<file path="src/rtl/trng_pkg.sv">
// Shared constants and word type for the TRNG array and its consumers.
package trng_pkg;

    localparam int TRNG_WORD_W    = 32;
    localparam int TRNG_DEPTH     = 8;
    localparam int TRNG_REP_LIMIT = 4;
    localparam int TRNG_CNT_W     = 16;

    typedef logic [TRNG_WORD_W-1:0] trng_word_t;

endpackage

</file>
<file path="src/rtl/trng_fifo.sv">
// Synchronous first-word-fall-through FIFO with flush; head reads as zero when empty.
module trng_fifo #(
    parameter int W     = 32,
    parameter int DEPTH = 8,
    localparam int AW   = $clog2(DEPTH),
    localparam int LW   = AW + 1
) (
    input  logic          clk,
    input  logic          rst,
    input  logic          i_push,
    input  logic [W-1:0]  i_data,
    input  logic          i_pop,
    input  logic          i_flush,
    output logic          o_full,
    output logic          o_empty,
    output logic [LW-1:0] o_level,
    output logic [W-1:0]  o_head
);

    logic [W-1:0]  r_mem [DEPTH];
    logic [AW-1:0] r_wr_ptr;
    logic [AW-1:0] r_rd_ptr;
    logic [LW-1:0] r_count;
    logic          w_do_push;
    logic          w_do_pop;

    assign o_full    = (r_count == LW'(DEPTH));
    assign o_empty   = (r_count == '0);
    assign o_level   = r_count;
    assign o_head    = o_empty ? '0 : r_mem[r_rd_ptr];
    assign w_do_pop  = i_pop && !o_empty;
    // A full FIFO still takes a word when the head leaves on the same edge.
    assign w_do_push = i_push && !i_flush && (!o_full || w_do_pop);

    // NOTE: state registers use non-blocking (<=) so every flop samples pre-edge values.
    always_ff @(posedge clk) begin
        if (!rst || i_flush) begin
            r_wr_ptr <= '0;
            r_rd_ptr <= '0;
            r_count  <= '0;
        end else begin
            if (w_do_push) r_wr_ptr <= r_wr_ptr + AW'(1);
            if (w_do_pop)  r_rd_ptr <= r_rd_ptr + AW'(1);
            if (w_do_push && !w_do_pop)      r_count <= r_count + LW'(1);
            else if (w_do_pop && !w_do_push) r_count <= r_count - LW'(1);
        end
    end

    // NOTE: storage is not reset; the occupancy count alone decides what is readable.
    always_ff @(posedge clk) begin
        if (w_do_push) r_mem[r_wr_ptr] <= i_data;
    end

endmodule

</file>
<file path="src/rtl/trng_word_reader.sv">
// TRNG word consumer: capture stage, repetition-count health test, FWFT buffer, drop counter.
module trng_word_reader
    import trng_pkg::*;
#(
    parameter int WORD_W    = TRNG_WORD_W,
    parameter int DEPTH     = TRNG_DEPTH,
    parameter int REP_LIMIT = TRNG_REP_LIMIT,
    parameter int CNT_W     = TRNG_CNT_W
) (
    input  logic                   clk,
    input  logic                   rst,
    input  logic                   en,
    input  logic                   word_valid,
    input  logic [WORD_W-1:0]      rand_word,
    output logic                   out_valid,
    input  logic                   out_ready,
    output logic [WORD_W-1:0]      out_data,
    output logic [$clog2(DEPTH):0] level,
    output logic                   health_fail,
    input  logic                   health_clr,
    output logic [CNT_W-1:0]       drop_cnt
);

    localparam int REP_W = $clog2(REP_LIMIT + 1);
    localparam logic [REP_W-1:0] REP_MAX = REP_W'(REP_LIMIT);

    logic              r_cap_valid;
    logic [WORD_W-1:0] r_cap_word;
    logic              r_last_valid;
    logic [WORD_W-1:0] r_last_word;
    logic [REP_W-1:0]  r_rep_cnt;
    logic              r_health_fail;
    logic [CNT_W-1:0]  r_drop_cnt;

    logic              w_match;
    logic [REP_W-1:0]  w_rep_next;
    logic              w_trip;
    logic              w_push_req;
    logic              w_pop;
    logic              w_full;
    logic              w_empty;
    logic              w_drop;

    always_ff @(posedge clk) begin
        if (!rst) begin
            r_cap_valid <= 1'b0;
            r_cap_word  <= '0;
        end else begin
            r_cap_valid <= en && word_valid;
            if (en && word_valid) r_cap_word <= rand_word;
        end
    end

    assign w_match = r_last_valid && (r_cap_word == r_last_word);

    always_comb begin
        w_rep_next = REP_W'(1);
        if (w_match) w_rep_next = (r_rep_cnt >= REP_MAX) ? REP_MAX : r_rep_cnt + REP_W'(1);
    end

    assign w_trip     = r_cap_valid && (w_rep_next == REP_MAX);
    assign w_push_req = r_cap_valid && !w_trip && !r_health_fail;
    assign w_pop      = out_valid && out_ready;
    assign w_drop     = w_push_req && w_full && !w_pop;

    // A clear forgets the run history; a coincident trip still leaves the flag set.
    always_ff @(posedge clk) begin
        if (!rst) begin
            r_last_valid  <= 1'b0;
            r_last_word   <= '0;
            r_rep_cnt     <= '0;
            r_health_fail <= 1'b0;
        end else begin
            if (health_clr) begin
                r_last_valid <= 1'b0;
                r_rep_cnt    <= '0;
            end else if (r_cap_valid) begin
                r_last_valid <= 1'b1;
                r_last_word  <= r_cap_word;
                r_rep_cnt    <= w_rep_next;
            end
            if (w_trip)          r_health_fail <= 1'b1;
            else if (health_clr) r_health_fail <= 1'b0;
        end
    end

    always_ff @(posedge clk) begin
        if (!rst)                            r_drop_cnt <= '0;
        else if (w_drop && r_drop_cnt != '1) r_drop_cnt <= r_drop_cnt + CNT_W'(1);
    end

    trng_fifo #(
        .W     (WORD_W),
        .DEPTH (DEPTH)
    ) u_fifo (
        .clk     (clk),
        .rst     (rst),
        .i_push  (w_push_req),
        .i_data  (r_cap_word),
        .i_pop   (w_pop),
        .i_flush (w_trip),
        .o_full  (w_full),
        .o_empty (w_empty),
        .o_level (level),
        .o_head  (out_data)
    );

    assign out_valid   = !w_empty;
    assign health_fail = r_health_fail;
    assign drop_cnt    = r_drop_cnt;

endmodule

</file>
<file path="config.mk">
export PLATFORM = sky130hd
export DESIGN_NAME = trng_word_reader
export DESIGN_NICKNAME = d
export VERILOG_FILES = /design/src/rtl/trng_pkg.sv /design/src/rtl/trng_fifo.sv /design/src/rtl/trng_word_reader.sv
export SDC_FILE = /design/constraint.sdc
export NUM_CORES = 1
export LEC_CHECK = 0
export CAP_MARGIN = 30
export CORE_ASPECT_RATIO = 1.4
export CORE_MARGIN = 1
export CORE_UTILIZATION = 50
export CTS_CLUSTER_DIAMETER = 80
export DETAILED_ROUTE_END_ITERATION = 8
export PLACE_DENSITY = 0.66
export SYNTH_ARGS = -nofsm -noshare
export SYNTH_HDL_FRONTEND = slang
export SYNTH_SLANG_ARGS = --single-unit
</file>
<file path="constraint.sdc">
create_clock -name clk -period 11.85 [get_ports clk]
set_clock_uncertainty 0.1 [all_clocks]
set_input_delay 1.185 -clock clk [delete_from_list [all_inputs] [get_ports clk]]
set_output_delay 1.185 -clock clk [all_outputs]
set_load 0.05 [all_outputs]
</file>
== Word-level counts from Yosys, hierarchy flattened ==
Memory sizes are Yosys's and may differ from the RTL's. A register that Yosys moved wholly into a read port is not among the register bits.
Cells that the tools add are included.
Widths: inputs -> output; s select.
Word-level totals
  bits in registers: 96
  RAM bits: 256
  input port bits: 38
  output and inout port bits: 54
  logic and storage cells: 64
  memories: 1
Memory list
  u_fifo.r_mem: depth 8, bits a word 32, rd ports 1, clocked after Yosys merged registers in 1, wr ports 1, RTL line trng_fifo.sv:20  | logic [W-1:0] r_mem [DEPTH];
Cells by class
  add/sub/neg operators: 6
  $lt $le $gt $ge: 1
  eq/ne operators: 4
  muxes and demuxes: 11
  bitwise gates (word level): 2
  reduce and logical (&&, ||, !) cells: 29
Operators with widths (number)
  $eq 32x32->1: 1
  $mux 32: 1
  $add 16x1->16 const B: 1
  $ne 16x16->1 const B: 1
  $logic_and 1x1->1: 14
  $mux 3: 4
  $add 3x1->3 const B: 3
  $logic_not 1->1: 8
  $mux 4: 2
  $add 4x1->4 const B: 1
  $eq 4x4->1 const B: 1
  $logic_not 4->1: 1
  $mux 1: 4
  $reduce_bool 2->1: 2
  $sub 4x1->4 const B: 1
  $eq 3x3->1 const B: 1
  $ge 3x3->1 const B: 1
  $logic_or 1x1->1: 2
  $not 1->1: 2
  $reduce_and 2->1: 1
  $reduce_or 2->1: 1

== Longest topological paths before layout ==
Gate-level depths: netlist of the first run.
  word-level depth: 14
  depth in mapped cells: 16
  mapped depth without buffers: 16

== Modules after synthesis ==
Synthesis of the first run repeated with hierarchy kept, for this count alone.
Unflattened totals
  cells, all modules: 953
  area total of the unflattened synthesis: 14094.8 um2
By module, submodules not included
  trng_fifo: instances 1, cells each 480, area each 10359.9 um2, sequential area each 7947.6 um2
  trng_word_reader: instances 1, cells each 473, area each 3734.8 um2, sequential area each 1721.7 um2

== Worst setup path before layout of the first run ==
No wires, ideal clock.
  path kind: input to register
  start point: input out_ready
  end point: memory u_fifo.r_mem[2][0], enable pin
  library setup time: 513 ps
  data arrival time: 5008 ps
  required time: 11237 ps
  path slack: 6228 ps
  cell stages on the path: 4
  buffers on the path: 0
  cells stage by stage: nor3b_1 nor2_1 nand2_1 nor4b_1
Between the ends
  word-level cells in the longest chain between the ends: 6
RTL lines
  start: declaration: RTL line trng_word_reader.sv:16  | input logic out_ready,
  $logic_and 1x1->1: RTL line trng_word_reader.sv:63  | assign w_pop = out_valid && out_ready;
  $logic_and 1x1->1: RTL line trng_fifo.sv:31  | assign w_do_pop = i_pop && !o_empty;
  $logic_or 1x1->1: RTL line trng_fifo.sv:33  | assign w_do_push = i_push && !i_flush && (!o_full || w_do_pop);
  $logic_and 1x1->1: RTL line trng_fifo.sv:33
  $mux 1: RTL line trng_fifo.sv:51  | if (w_do_push) r_mem[r_wr_ptr] <= i_data;
  $mux 1 (implied by the code): RTL line trng_fifo.sv:51
  end: declaration: RTL line trng_fifo.sv:20
Every way passes these cells.

==> results.py, run 1 <==
metrics = {
    "final_layout": {
        "drive_gt1_frac": 0.142,
        "final_core_util": 0.601,
        "layout_commonest_cell": "edfxtp_1",
        "syn_to_final_growth_pct": 18.1,
        "final_cell_mix": "256 x edfxtp_1, 151 x nand2_1, 96 x dfxtp_1, 91 x clkdlybuf4s50_1, 83 x a21oi_1",
        "n_antenna_cell": 0,
        "nNetsFinal": 1107,
        "fin_cells": 1456,
    },
    "die": {
        "dieArea_um2": 28900,
        "fp.coreArea_um2": 27700,
        "die_h_um": 201,
        "std_cell_rows": 72,
        "die_w_um": 144,
        "ios": 92,
        "initial_utilization": 0.509,
    },
    "routing": {
        "antenna_left": 0,
        "via_count": 8137,
        "post_drt_via_cell_ratio": 5.59,
        "routedWlPerCell_um": 20.5,
        "drtIter0Drc": 529,
        "routed_wl_um": 29800,
        "drcViolationCount": 0,
        "drt_pass1_iterations": 5,
    },
    "critical_path": {
        "cp_slowest_cell": "dfxtp_4",
        "worstReg2RegEnd": "u_fifo.o_level[2]",
        "reg2reg_slack_ps": 8170,
        "end_kind": "primary output",
        "crit_arrival_ps": 3570,
        "r2r-start": "r_cap_word[27]",
        "slowest_delay_ps": 800,
        "path_cells": "buf_4 > mux4_2 > mux2i_1 > nor2_1 > clkdlybuf4s50_1",
        "crit_path_start_kind": "flip-flop",
        "critPathMaxFanout": 33,
        "cp_data_required_time_ps": 10570,
        "critPathKind": "flip-flop to primary output",
        "worst-r2r-cell-count": 14,
    },
    "global_routing": {
        "gr-total-overflow": 0,
        "met1_usage": 0.262,
        "use_met3": 0.0363,
        "grt_pass1_vias": 8149,
        "grt_usage": 0.213,
        "grtUsageMet2": 0.378,
        "antenna_found_initial": 0,
        "grt_pass1_wl_um": 45800,
        "grt_max_degree": 77,
        "top_usage_layer": "met2",
    },
    "synth": {
        "synth_edf_count": 256,
        "ys_types": 49,
        "seq_area_frac_synth": 0.686,
        "synth-async-reset-ratio": 0,
        "avgSynthCellArea_um2": 14.6,
        "ys.flop_type": "edfxtp_1",
        "synth-seq-cells": 355,
        "yosys_warnings": 0,
        "synth_area_um2": 14100,
        "synth_cells": 965,
        "syn_nets": 1011,
    },
    "min_path": {
        "whs_endpoint": "r_last_word[17]",
        "hold_class": "flip-flop to flip-flop",
        "hold_path_startpoint": "r_last_word[17]",
        "holdPathStages": 2,
    },
    "placed_design": {
        "port_buffers": 91,
        "hpwl_um": 16800,
        "gp_congestion": 0.783,
        "post-place-cells": 1393,
    },
    "timing": {
        "period_needed_ps": 4860,
        "fmax_mhz": 206,
        "rsz0062_at_grt": "no",
        "period_share": 0.410,
        "hold_viol": 0,
        "setup_viol_count_final": 0,
        "drv_slew": 0,
        "tns_ps": 0,
        "relSlewSlack": 0.408,
        "worst_pin_slew_ps": 889,
    },
    "clocking": {
        "cts_sinks": 355,
        "root_buffer": "clkbuf_16",
        "cts_buffer_depth": 3,
        "clock_latency_ps": 500,
        "cts_tree": "done",
        "cts_made_buffers": 34,
        "cts_max_level": 2,
        "cts_setup_buffers": 0,
        "cts_resized": 0,
        "ctsHoldBuffers": 0,
        "path_clk_slew_ps": 60,
    },
    "pwr": {
        "p_switching_mw": 0.988,
        "pwr-share-seq": 0.428,
        "p_comb_frac": 0.252,
        "leakage_nw": 5.26,
        "power.internal_mw": 2.32,
        "pwr-share-clk": 0.320,
        "peakVddDrop_v": 0.000117,
        "power_density_nw_per_um2": 199,
        "swShare": 0.299,
    },
    "run_status": {
        "run_status": "completed",
    },
    "flow_run": {
        "cap_violations": 0,
    },
}
[kinds of logic after synthesis]
logic type	share of synthesized area
DFF	0.686
and+or+nand+nor	0.0964
AOI/OAI and AO/OA	0.0448
muxes	0.129
buffers and inverters	0.0175
xor gates and xnor gates	0.0187
adders and majority gates	0.00711
[power groups by stage]
stage	combinational [mW]	sequential, mW	clock [mW]
5_1_grt	0.886	1.42	1.12
3_5_place_dp	0.843	1.45	0
6_report	0.834	1.41	1.06
3_3_place_gp	0.827	1.44	0
4_1_cts	0.844	1.42	1.08
2_1_floorplan	0.612	1.41	0
[critical path, delay by kind of cell (launching register included)]
family	cells	cell delay, ps
multiplexers	2	790
buffers and inverters	2	1350
flip-flops	1	800
AND/OR/NAND/NOR	1	60
[synth_stat cells (all sizes together), types with 11 or more instances]
| master | n | area, um^2 |
|---|---|---|
| clkbuf | 37 | 139 |
| mux2i | 38 | 380 |
| nand3 | 11 | 55.1 |
| buf | 14 | 55.1 |
| nand2 | 151 | 567 |
| a21oi | 83 | 415 |
| inv | 14 | 52.6 |
| xnor2 | 27 | 236 |
| nand4 | 11 | 68.8 |
| nor2 | 52 | 195 |
| nand2b | 16 | 100 |
| edfxtp | 256 | 7690 |
| mux4 | 64 | 1440 |
| dfxtp | 99 | 1980 |
[sequential cells by signal, indices dropped and copies added, names as in the netlist, named ones only]
register	cells
u_fifo.r_rd_ptr	3
health_fail	1
r_cap_valid	1
r_cap_word	32
drop_cnt	16
u_fifo.r_wr_ptr	3
r_rep_cnt	3
r_last_valid	1
u_fifo.o_level	4
r_last_word	32
u_fifo.r_mem	256
[cell type report]
class	count	area, um^2
multi-input combinational	545	4230
clock inverter	9	77.6
fill	2150	11000
timing repair buffer	111	1110
sequential	355	9680
tap	370	463
inverter	14	52.6
clock buffer	52	1020
[per-layer routing]
| metal | up-vias | wire, um |
|---|---|---|
| li1 | 3801 | - |
| met1 | 4102 | 12200 |
| met2 | 190 | 15600 |
| met3 | 44 | 1300 |
| met4 | 0 | 721 |
| met5 | - | 0 |
[worst max-delay path by stage]
stage,startpoint,endpoint,slack [ps],cells after the start
after CTS,flip-flop,out_data[4],6870,5
final,flip-flop,out_data[4],6990,5
after floorplan,out_ready,u_fifo.r_mem[2][0],6230,4
after global placement,flip-flop,out_data[4],7360,5
after global routing,flip-flop,out_data[4],6740,5
after detailed placement,flip-flop,out_data[4],7410,5
[through the flow]
| step | power [mW] | instance area, um^2 | setup WS, ps | hold slack, ps |
|---|---|---|---|---|
| 2_1_floorplan | 2.02 | 14100 | 6230 | 334 |
| 3_3_place_gp | 2.27 | 15500 | 7360 | 343 |
| 3_5_place_dp | 2.29 | 15500 | 7410 | 350 |
| 4_1_cts | 3.34 | 16600 | 6870 | 360 |
| 5_1_grt | 3.43 | 16600 | 6740 | 386 |
| 6_report | 3.31 | 16600 | 6990 | 362 |
No activity file was read; power rests on OpenSTA's default activity.
==> inputs of run 2 (changes only) <==
clock period = 4.5 ns   (was 11.85 ns; I/O delays follow)
==> results.py, run 2 (synthesis gave the netlist of run 1 again) <==
metrics = {
    "placed_design": {
        "hpwl_um": 18000,
        "place_ws_ps": 897,
        "post-place-cells": 1399,
        "gp_congestion": 0.784,
        "port_buffers": 91,
        "dpl_cell_area_um2": 15500,
    },
    "final_layout": {
        "fill_cells": 2137,
        "layout_commonest_cell": "edfxtp_1",
        "final_cell_area_um2": 16500,
        "final_cell_mix": "256 x edfxtp_1, 151 x nand2_1, 96 x dfxtp_1, 91 x clkdlybuf4s50_1, 83 x a21oi_1",
        "nNetsFinal": 1108,
        "largestRegisters": "u_fifo.r_mem (256), r_cap_word (32), r_last_word (32)",
        "regMostFlops": "u_fifo.r_mem",
        "drive_gt1_frac": 0.142,
        "n_antenna_cell": 0,
        "fin_cells": 1457,
        "largest_reg_flops": 256,
        "syn_to_final_growth_pct": 17.2,
    },
    "global_routing": {
        "antenna_found_initial": 0,
        "grt_usage": 0.221,
        "gr-total-overflow": 0,
        "grt_pass1_wl_um": 47100,
        "grt_pass1_vias": 8148,
        "grt_max_degree": 51,
    },
    "die": {
        "initial_utilization": 0.509,
        "std_cell_rows": 72,
        "fp.coreArea_um2": 27700,
        "die_h_um": 201,
        "ios": 92,
        "dieArea_um2": 28900,
        "die_w_um": 144,
    },
    "clocking": {
        "root_buffer": "clkbuf_16",
        "ctsHoldBuffers": 0,
        "cts_tree": "done",
        "path_clk_slew_ps": 70,
        "cts_sinks": 355,
        "cts_setup_buffers": 0,
        "cts_made_buffers": 31,
        "cts_resized": 0,
        "clock_latency_ps": 560,
        "cts_max_level": 1,
        "cts_buffer_depth": 3,
    },
    "routing": {
        "routedWlPerCell_um": 21.2,
        "drtIter0Drc": 621,
        "drcViolationCount": 0,
        "post_drt_via_cell_ratio": 5.61,
        "routed_wl_um": 30900,
        "via_count": 8179,
        "antenna_left": 0,
        "drt_pass1_iterations": 5,
    },
    "critical_path": {
        "worst-r2r-cell-count": 14,
        "reg2reg_slack_ps": 820,
        "crit_path_start_kind": "flip-flop",
        "endpoint": "out_data[5]",
        "critPathBufInv": 2,
        "worstReg2RegEnd": "u_fifo.o_level[2]",
        "crit_arrival_ps": 3340,
        "critPathKind": "flip-flop to primary output",
        "path_delay_family": "buffers and inverters",
        "r2r-start": "r_cap_word[1]",
        "cp_slowest_cell": "dfxtp_4",
        "path_cells": "buf_4 > mux4_2 > mux2i_1 > nor2_1 > clkdlybuf4s50_1",
        "critPathMaxFanout": 32,
        "cp_data_required_time_ps": 3950,
        "cp.depth": 5,
        "slowest_delay_ps": 810,
        "end_kind": "primary output",
    },
    "timing": {
        "worst_pin_slew_ps": 1050,
        "period_share": 0.865,
        "drv_slew": 0,
        "fmax_mhz": 257,
        "setup_viol_count_final": 0,
        "hold_viol": 0,
        "period_needed_ps": 3890,
        "timing.hold.ws_ps": 338,
        "timing.final.ws_setup_ps": 606,
        "relSlewSlack": 0.300,
        "rsz0062_at_grt": "no",
    },
    "pwr": {
        "leakage_nw": 5.20,
        "p_total_mw": 8.49,
        "power_density_nw_per_um2": 514,
        "peakVddDrop_v": 0.000300,
    },
    "flow_run": {
        "cap_violations": 0,
    },
    "run_status": {
        "run_status": "completed",
    },
    "min_path": {
        "hold_class": "primary input to flip-flop",
    },
}
[run 2: worst register-to-register path, stage by stage, from the launching register on]
cell and delay (ps):
dfxtp_1 410, nor2b_1 190, a2111o_1 370, nor4_1 400
nand4_1 310, nand2_1 470, inv_1 130, ha_1 290
xnor2_1 150, ha_1 180, a21oi_1 140, xnor2_1 140
nor2_1 70, xnor2_1 130, nor2_1 50
[run 2: report_power, final]
| part | internal [mW] | switching [mW] | leakage, nW | total, mW |
|---|---|---|---|---|
| registers | 3.56 | 0.192 | 3.18 | 3.75 |
| logic | 0.917 | 1.29 | 1.55 | 2.20 |
| clock network | 1.40 | 1.14 | 0.469 | 2.53 |
[run 2: how the worst min path moves through the flow]
stage / startpoint / endpoint / cells after the start
2_1_floorplan: r_last_valid / r_last_valid / 2
3_3_place_gp: r_last_word[29] / r_last_word[29] / 2
3_5_place_dp: r_last_word[17] / r_last_word[17] / 2
4_1_cts: rand_word[8] / r_cap_word[8] / 3
5_1_grt: rand_word[6] / r_cap_word[6] / 3
6_report: rand_word[8] / r_cap_word[8] / 3
[run 2: per-stage QoR]
stage	util	setup TNS [ps]
final	0.597	0
after global routing	0.597	0
after CTS	0.597	0
after detailed placement	0.562	0
after global placement	0.562	0
after floorplan	-	-91760
[run 2: per-layer routing]
metal | vias to the layer above | global-route usage | part of all wire
met5 | - | 0 | 0
met4 | 0 | 0.0726 | 0.029
met3 | 54 | 0.0267 | 0.046
met2 | 202 | 0.387 | 0.52
met1 | 4120 | 0.281 | 0.41
li1 | 3803 | - | -
[run 2: final cells by class]
| cell class | instances | area (um^2) | share of cell area |
|---|---|---|---|
| inverters | 14 | 52.6 | 0.00318 |
| well taps | 370 | 463 | 0.0280 |
| repair buffers | 115 | 1100 | 0.0668 |
| clock buffers | 43 | 861 | 0.0521 |
| multi-input cells | 545 | 4250 | 0.257 |
| flip-flops and latches | 355 | 9680 | 0.586 |
| clock inverters | 15 | 114 | 0.00689 |
